==> src/rtl/fetch_unit_pkg.sv <==
// Shared fetch/decode definitions: ISA constants, IQ entry layout, J-immediate extraction.
package fetch_unit_pkg;

  localparam int unsigned XLEN    = 32;
  localparam logic [6:0]  OPC_JAL = 7'b1101111;

  typedef enum logic [0:0] {StIdle, StWait} fetch_state_e;

  typedef struct packed {
    logic            pred;
    logic [XLEN-1:0] inst;
    logic [XLEN-1:0] pc;
  } iq_entry_t;

  function automatic logic [XLEN-1:0] j_imm(input logic [XLEN-1:0] inst);
    return {{11{inst[31]}}, inst[31], inst[19:12], inst[20], inst[30:21], 1'b0};
  endfunction

endpackage

==> src/rtl/fetch_unit_if.sv <==
// Fetch unit bus: instruction port towards icache_memctl plus the decoder-facing IQ head.
interface fetch_unit_if;
  import fetch_unit_pkg::*;

  logic [1:0]      instruction_ready;
  logic [XLEN-1:0] instruction_data;
  logic [XLEN-1:0] instruction_addr_out;
  logic [XLEN-1:0] instruction_addr;
  logic            need_instruction;
  logic            iq_valid;
  logic [XLEN-1:0] iq_pc;
  logic [XLEN-1:0] iq_inst;
  logic            iq_pred_taken;
  logic            iq_pop;

  modport master (
    input  instruction_ready, instruction_data, instruction_addr_out, iq_pop,
    output instruction_addr, need_instruction, iq_valid, iq_pc, iq_inst, iq_pred_taken
  );

  modport slave (
    output instruction_ready, instruction_data, instruction_addr_out, iq_pop,
    input  instruction_addr, need_instruction, iq_valid, iq_pc, iq_inst, iq_pred_taken
  );

endinterface

==> src/rtl/fetch_queue.sv <==
// Circular instruction queue with push, pop and clear; head entry reads as zero when empty.
module fetch_queue
  import fetch_unit_pkg::*;
#(
  parameter int unsigned DepthLog = 3
) (
  input  logic              clk_i,
  input  logic              rst_i,
  input  logic              clear_i,
  input  logic              push_i,
  input  logic              pop_i,
  input  iq_entry_t         push_entry_i,
  output iq_entry_t         head_o,
  output logic [DepthLog:0] count_o,
  output logic              full_o
);

  localparam int unsigned         Depth  = 2 ** DepthLog;
  localparam logic [DepthLog-1:0] PtrOne = DepthLog'(1);
  localparam logic [DepthLog:0]   CntOne = (DepthLog + 1)'(1);

  iq_entry_t             mem_q [Depth];
  iq_entry_t             mem_d [Depth];
  logic [DepthLog-1:0]   head_q, head_d, tail_q, tail_d;
  logic [DepthLog:0]     count_q, count_d;
  logic                  pop_ok, push_ok;

  assign pop_ok  = pop_i && (count_q != '0);
  // A slot freed by a same-cycle pop may be refilled, so push at full is legal then.
  assign push_ok = push_i && (!count_q[DepthLog] || pop_ok);

  always_comb begin
    mem_d   = mem_q;
    head_d  = head_q;
    tail_d  = tail_q;
    count_d = count_q;
    if (clear_i) begin
      head_d  = '0;
      tail_d  = '0;
      count_d = '0;
    end else begin
      if (push_ok) begin
        mem_d[tail_q] = push_entry_i;
        tail_d        = tail_q + PtrOne;
      end
      if (pop_ok) begin
        head_d = head_q + PtrOne;
      end
      unique case ({push_ok, pop_ok})
        2'b10:   count_d = count_q + CntOne;
        2'b01:   count_d = count_q - CntOne;
        default: count_d = count_q;
      endcase
    end
  end

  always_ff @(posedge clk_i) begin
    if (rst_i) begin
      head_q  <= '0;
      tail_q  <= '0;
      count_q <= '0;
    end else begin
      head_q  <= head_d;
      tail_q  <= tail_d;
      count_q <= count_d;
    end
  end

  always_ff @(posedge clk_i) begin
    mem_q <= mem_d;
  end

  assign head_o  = (count_q == '0) ? '0 : mem_q[head_q];
  assign count_o = count_q;
  assign full_o  = count_q[DepthLog];

endmodule

==> src/rtl/fetch_unit.sv <==
// Fetch unit: owns the PC, issues one request at a time, predicts JAL taken, fills the IQ.
module fetch_unit
  import fetch_unit_pkg::*;
#(
  parameter int unsigned     IQ_DEPTH_LOG = 3,
  parameter logic [XLEN-1:0] RESET_PC     = '0
) (
  input  logic            clk,
  input  logic            rst,
  input  logic            rdy,
  input  logic            flush,
  input  logic [XLEN-1:0] flush_pc,
  fetch_unit_if.master    bus
);

  fetch_state_e          state_q, state_d;
  logic [XLEN-1:0]       pc_q, pc_d, addr_q, addr_d;
  logic                  need_q, need_d;
  logic [IQ_DEPTH_LOG:0] iq_count;
  logic                  iq_full, pop_fire, has_credit, issue, recv, is_jal;
  logic [XLEN-1:0]       next_pc;
  iq_entry_t             push_entry, head;

  // Credit is reserved at request time; a pop in the same cycle frees a slot.
  assign pop_fire   = bus.iq_valid && bus.iq_pop;
  assign has_credit = !iq_full || pop_fire;
  assign issue = (state_q == StIdle) && !flush && bus.instruction_ready[0] && has_credit;
  assign recv  = (state_q == StWait) && !flush && bus.instruction_ready[1];

  assign is_jal  = (bus.instruction_data[6:0] == OPC_JAL);
  assign next_pc = is_jal ? bus.instruction_addr_out + j_imm(bus.instruction_data)
                          : bus.instruction_addr_out + XLEN'(4);

  assign push_entry = '{pred: is_jal, inst: bus.instruction_data, pc: bus.instruction_addr_out};

  always_ff @(posedge clk) begin
    if (rst) begin
      state_q <= StIdle;
    end else if (rdy) begin
      state_q <= state_d;
    end
  end

  always_comb begin
    state_d = state_q;
    unique case (state_q)
      StIdle:  if (issue) state_d = StWait;
      StWait:  if (flush || recv) state_d = StIdle;
      default: state_d = StIdle;
    endcase
  end

  always_comb begin
    pc_d   = pc_q;
    addr_d = addr_q;
    need_d = 1'b0;
    if (flush) begin
      pc_d = flush_pc;
    end else if (issue) begin
      need_d = 1'b1;
      addr_d = pc_q;
    end else if (recv) begin
      pc_d = next_pc;
    end
  end

  always_ff @(posedge clk) begin
    if (rst) begin
      pc_q   <= RESET_PC;
      addr_q <= '0;
      need_q <= 1'b0;
    end else if (rdy) begin
      pc_q   <= pc_d;
      addr_q <= addr_d;
      need_q <= need_d;
    end
  end

  fetch_queue #(
    .DepthLog (IQ_DEPTH_LOG)
  ) u_queue (
    .clk_i        (clk),
    .rst_i        (rst),
    .clear_i      (rdy && flush),
    .push_i       (rdy && recv),
    .pop_i        (rdy && bus.iq_pop),
    .push_entry_i (push_entry),
    .head_o       (head),
    .count_o      (iq_count),
    .full_o       (iq_full)
  );

  assign bus.instruction_addr = addr_q;
  assign bus.need_instruction = need_q;
  assign bus.iq_valid         = (iq_count != '0);
  assign bus.iq_pc            = head.pc;
  assign bus.iq_inst          = head.inst;
  assign bus.iq_pred_taken    = head.pred;

endmodule
==> src/flat_wrapper.sv <==
// flat-port wrapper written by rule: the top's interface ports become plain ports
module fetch_unit_flat import fetch_unit_pkg::*;
#(
  parameter int unsigned     IQ_DEPTH_LOG = 3,
  parameter logic [XLEN-1:0] RESET_PC     = '0
)
  (clk, rst, rdy, flush, flush_pc, bus_instruction_ready, bus_instruction_data, bus_instruction_addr_out, bus_iq_pop, bus_instruction_addr, bus_need_instruction, bus_iq_valid, bus_iq_pc, bus_iq_inst, bus_iq_pred_taken);
  fetch_unit_if bus_i ();
  input  logic clk;
  input  logic rst;
  input  logic rdy;
  input  logic flush;
  input  logic [XLEN-1:0] flush_pc;
  input wire logic [$bits(bus_i.instruction_ready)-1:0] bus_instruction_ready;
  input wire logic [$bits(bus_i.instruction_data)-1:0] bus_instruction_data;
  input wire logic [$bits(bus_i.instruction_addr_out)-1:0] bus_instruction_addr_out;
  input wire logic [$bits(bus_i.iq_pop)-1:0] bus_iq_pop;
  output wire logic [$bits(bus_i.instruction_addr)-1:0] bus_instruction_addr;
  output wire logic [$bits(bus_i.need_instruction)-1:0] bus_need_instruction;
  output wire logic [$bits(bus_i.iq_valid)-1:0] bus_iq_valid;
  output wire logic [$bits(bus_i.iq_pc)-1:0] bus_iq_pc;
  output wire logic [$bits(bus_i.iq_inst)-1:0] bus_iq_inst;
  output wire logic [$bits(bus_i.iq_pred_taken)-1:0] bus_iq_pred_taken;
  assign bus_i.instruction_ready = bus_instruction_ready;
  assign bus_i.instruction_data = bus_instruction_data;
  assign bus_i.instruction_addr_out = bus_instruction_addr_out;
  assign bus_i.iq_pop = bus_iq_pop;
  assign bus_instruction_addr = bus_i.instruction_addr;
  assign bus_need_instruction = bus_i.need_instruction;
  assign bus_iq_valid = bus_i.iq_valid;
  assign bus_iq_pc = bus_i.iq_pc;
  assign bus_iq_inst = bus_i.iq_inst;
  assign bus_iq_pred_taken = bus_i.iq_pred_taken;
  fetch_unit #(.IQ_DEPTH_LOG(IQ_DEPTH_LOG), .RESET_PC(RESET_PC)) u_core (.clk(clk), .rst(rst), .rdy(rdy), .flush(flush), .flush_pc(flush_pc), .bus(bus_i));
endmodule
==> config.mk <==
export PLATFORM = sky130hd
export DESIGN_NAME = fetch_unit_flat
export DESIGN_NICKNAME = d
export VERILOG_FILES = /design/src/rtl/fetch_unit_pkg.sv /design/src/rtl/fetch_unit_if.sv /design/src/rtl/fetch_queue.sv /design/src/rtl/fetch_unit.sv /design/src/flat_wrapper.sv
export SDC_FILE = /design/constraint.sdc
export NUM_CORES = 1
export LEC_CHECK = 0
export BUFFER_PORTS_ARGS = -buffer_cell sky130_fd_sc_hd__buf_2
export CORE_MARGIN = 3
export CORE_UTILIZATION = 45
export DETAILED_ROUTE_END_ITERATION = 8
export SKIP_CTS_REPAIR_TIMING = 1
export SLEW_MARGIN = 10
export SYNTH_ARGS = -nofsm -noshare
export SYNTH_HDL_FRONTEND = slang
export SYNTH_SLANG_ARGS = --single-unit
==> constraint.sdc <==
create_clock -name clk -period 9 [get_ports clk]
set_input_delay 1.8 -clock clk [delete_from_list [all_inputs] [get_ports clk]]
set_output_delay 1.8 -clock clk [all_outputs]
set_load 0.03 [all_outputs]
==> run_results.csv <==
group,metric,value,unit
sta,period_needed,5.19,ns
drt,routedWlPerCell,23.4,um
power_and_ir_drop,leakagePower,9.61,nW
placement,dp.cells,2466,
sta,hold_viol,0,
sta,slew_viol_final,0,
drt,dr_total_vias,14400,
cts,cts_buffers,60,
critical_path,critPathMaxFanout,103,
critical_path,crit_path_start_kind,"flop",
logic_synthesis,ys_warn_count,0,
sta,rsz0062_at_grt,"false",
critical_path,path_class,"flop to output port",
critical_path,required,7.20,ns
floorplanning,fp-row-count,86,
placement,io_buffers,201,
cts,clk_path_buf_depth,3,
placement,dp_hpwl,36600,um
floorplanning,coreArea,55200,um2
cts,insertion_delay,0.61,ns
logic_synthesis,synth_most_common_cell,"edfxtp_1",
global_route,grt_pass1_vias,14800,
logic_synthesis,netlist_area,25200,um2
power_and_ir_drop,powerDensity,196,nW/um2
run_status,status,"finished clean",
global_route,track_usage,0.207,
sta,slew_headroom,0.244,
cts,htreeDepth,2,
logic_synthesis,synth.largest_area_cell,"edfxtp_1",
logic_synthesis,ys_types,59,
floorplanning,die_w,242,um
floorplanning,dieArea,58800,um2
drt,first_iter_violations,979,
logic_synthesis,ys.flop_type,"edfxtp_1",
layout,drive_above_1_share,0.250,
drt,viasPerCell,5.59,
critical_path,cp-end-kind,"output port",
logic_synthesis,yosysSeqAreaShare,0.681,
floorplanning,start_util,0.456,
cts,cts_tree,"yes",
logic_synthesis,syn-instance-count,1582,
global_route,grt_overflow,0,
drt,route.detailed.drc,0,
global_route,grt_max_degree,104,
floorplanning,die_h,242,um
logic_synthesis,synthTopCellsByCount,"edfxtp_1 (520), nor2_1 (154), mux4_2 (130)",
hold_path,min_path_type,"flop to flop",
sta,setup_viol_count_final,0,
sta,setup_tns,0,ns
logic_synthesis,synthTopCellsByArea,"edfxtp_1 (62%), mux4_2 (12%), dfxtp_1 (6.0%)",
critical_path,rrSetupSlack,5.56,ns
layout,syn2layout_area_growth,14.8,%
logic_synthesis,synth.ff_latch_count,596,
layout,instances_no_fill,2580,
drt,wl,60400,um
cts,cts.sink_count,596,
logic_synthesis,synth-edff-count,520,
sta,max_freq,0.193,GHz
sta,worstMarginPinSlew,1.13,ns
global_route,grt_pass1_wl,92400,um
logic_synthesis,synth_top_area_share,0.621,
critical_path,critPathArrivalTime,3.39,ns
cts,clk_pin_slew,0.06,ns
sta,finalClockSkew,0.0178,ns
sta,min_period_over_period,0.577,
logic_synthesis,async_flop_share,0,
run,max_cap_viol_count,0,
placement,gp_congestion,0.902,
logic_synthesis,synth_nets,1723,
drt,ant_nets,0,
sta,timing.hold.ws,0.455,ns
power_and_ir_drop,peakVddDrop,0.155,mV
cts,clock-root-buffer,"clkbuf_16",
global_route,antenna_found_initial,5,
drt,drtPass1Iterations,5,
layout,nets,1921,
logic_synthesis,syn_avg_cell_area,15.9,um2
floorplanning,ios,202,
[cells in the final DEF (no fill, tap or decap), types with 6 or more instances in the layout]
cell and count:
mux4_2 130, clkbuf_16 63, nor2_1 148, clkinv_2 11, dfxtp_1 73, a21oi_1 86
buf_4 20, o21ai_0 17, inv_1 20, ha_1 36, nor3_1 28, nand2_1 119
edfxtp_1 520, nand4_1 9, xor2_1 33, nand3_1 14, clkbuf_1 17, and3_1 11
a21o_1 21, nand2b_1 9, nor2_4 6, xnor2_1 24, o21ai_1 7, clkinv_1 14
buf_2 201, or3_1 6, mux2i_1 71, a211oi_1 40
[through the flow]
| step | total power [W] | area [um2] | worst slack, ns | util |
|---|---|---|---|---|
| detailed placement | 0.00336 | 27000 | 3.72 | 0.489 |
| global route | 0.00584 | 28900 | 3.50 | 0.523 |
| floorplan | 0.00324 | 25200 | 1.30 | - |
| global placement | 0.00335 | 27000 | 3.77 | 0.489 |
| finish | 0.00565 | 28900 | 3.81 | 0.523 |
| CTS | 0.00569 | 28900 | 3.58 | 0.523 |
[area by class of cell]
cell class | count | area (um2)
fill | 4509 | 26300
sequential | 596 | 17100
multi-input combinational | 879 | 7670
clock buffer | 83 | 1680
timing repair buffer | 222 | 1180
tap | 748 | 936
clock inverter | 29 | 170
inverter | 21 | 78.8
antenna | 2 | 5.00
[state kept, by name (all words and copies together) (netlist names)]
| name | count |
|---|---|
| u_core.bus.instruction_addr | 32 |
| u_core.u_queue.tail_q | 3 |
| u_core.pc_q | 32 |
| u_core.bus.need_instruction | 1 |
| u_core.state_q | 1 |
| u_core.u_queue.mem_q | 520 |
| u_core.u_queue.head_q | 3 |
| u_core.u_queue.count_o | 4 |
[logic make-up (layout without fill, tap and decap cells)]
group                    count (synthesis)  in the layout  synth area share
buffers and inverters                  107            355            0.0164
flip-flops                             596            596             0.681
adder cells (fa/ha/maj)                 38             38            0.0195
other                                    0              2                 0
multiplexers                           201            201             0.145
AO/OA/AOI/OAI                          208            208            0.0533
AND/OR/NAND/NOR                        375            375            0.0651
XOR/XNOR                                57             57            0.0198
[report_power, final]
group	internal, W	leakage [nW]	switching [W]	total [W]
Combinational	0.0000937	3.41	0.000189	0.000283
Clock	0.00133	0.909	0.00102	0.00235
Sequential	0.00301	5.30	0.00000712	0.00302
[final timing paths]
kind	startpoint	to	cells past startpoint
min	u_core.bus.instruction_addr[27]	u_core.bus.instruction_addr[27]	2
min reg2reg	u_core.bus.instruction_addr[27]	u_core.bus.instruction_addr[27]	2
max reg2reg	u_core.u_queue.count_o[3]	u_core.u_queue.mem_q[66]	6
max	u_core.u_queue.head_q[0]	bus_iq_pc[14]	5
[per-layer routing]
layer	global-route usage	up-vias	wire [um]
met3	0.0357	74	3490
li1	-	6545	-
met2	0.330	417	28900
met5	0	-	21
met4	0.0454	4	886
met1	0.300	7394	27100
[worst max-delay path: stages (launching register included)]
cell and delay, ns:
dfxtp_4 0.75, buf_12 0.73, mux4_2 0.61, mux2i_1 0.35, nor2_1 0.06, buf_2 0.20
No activity file was read; power rests on OpenSTA's default activity.
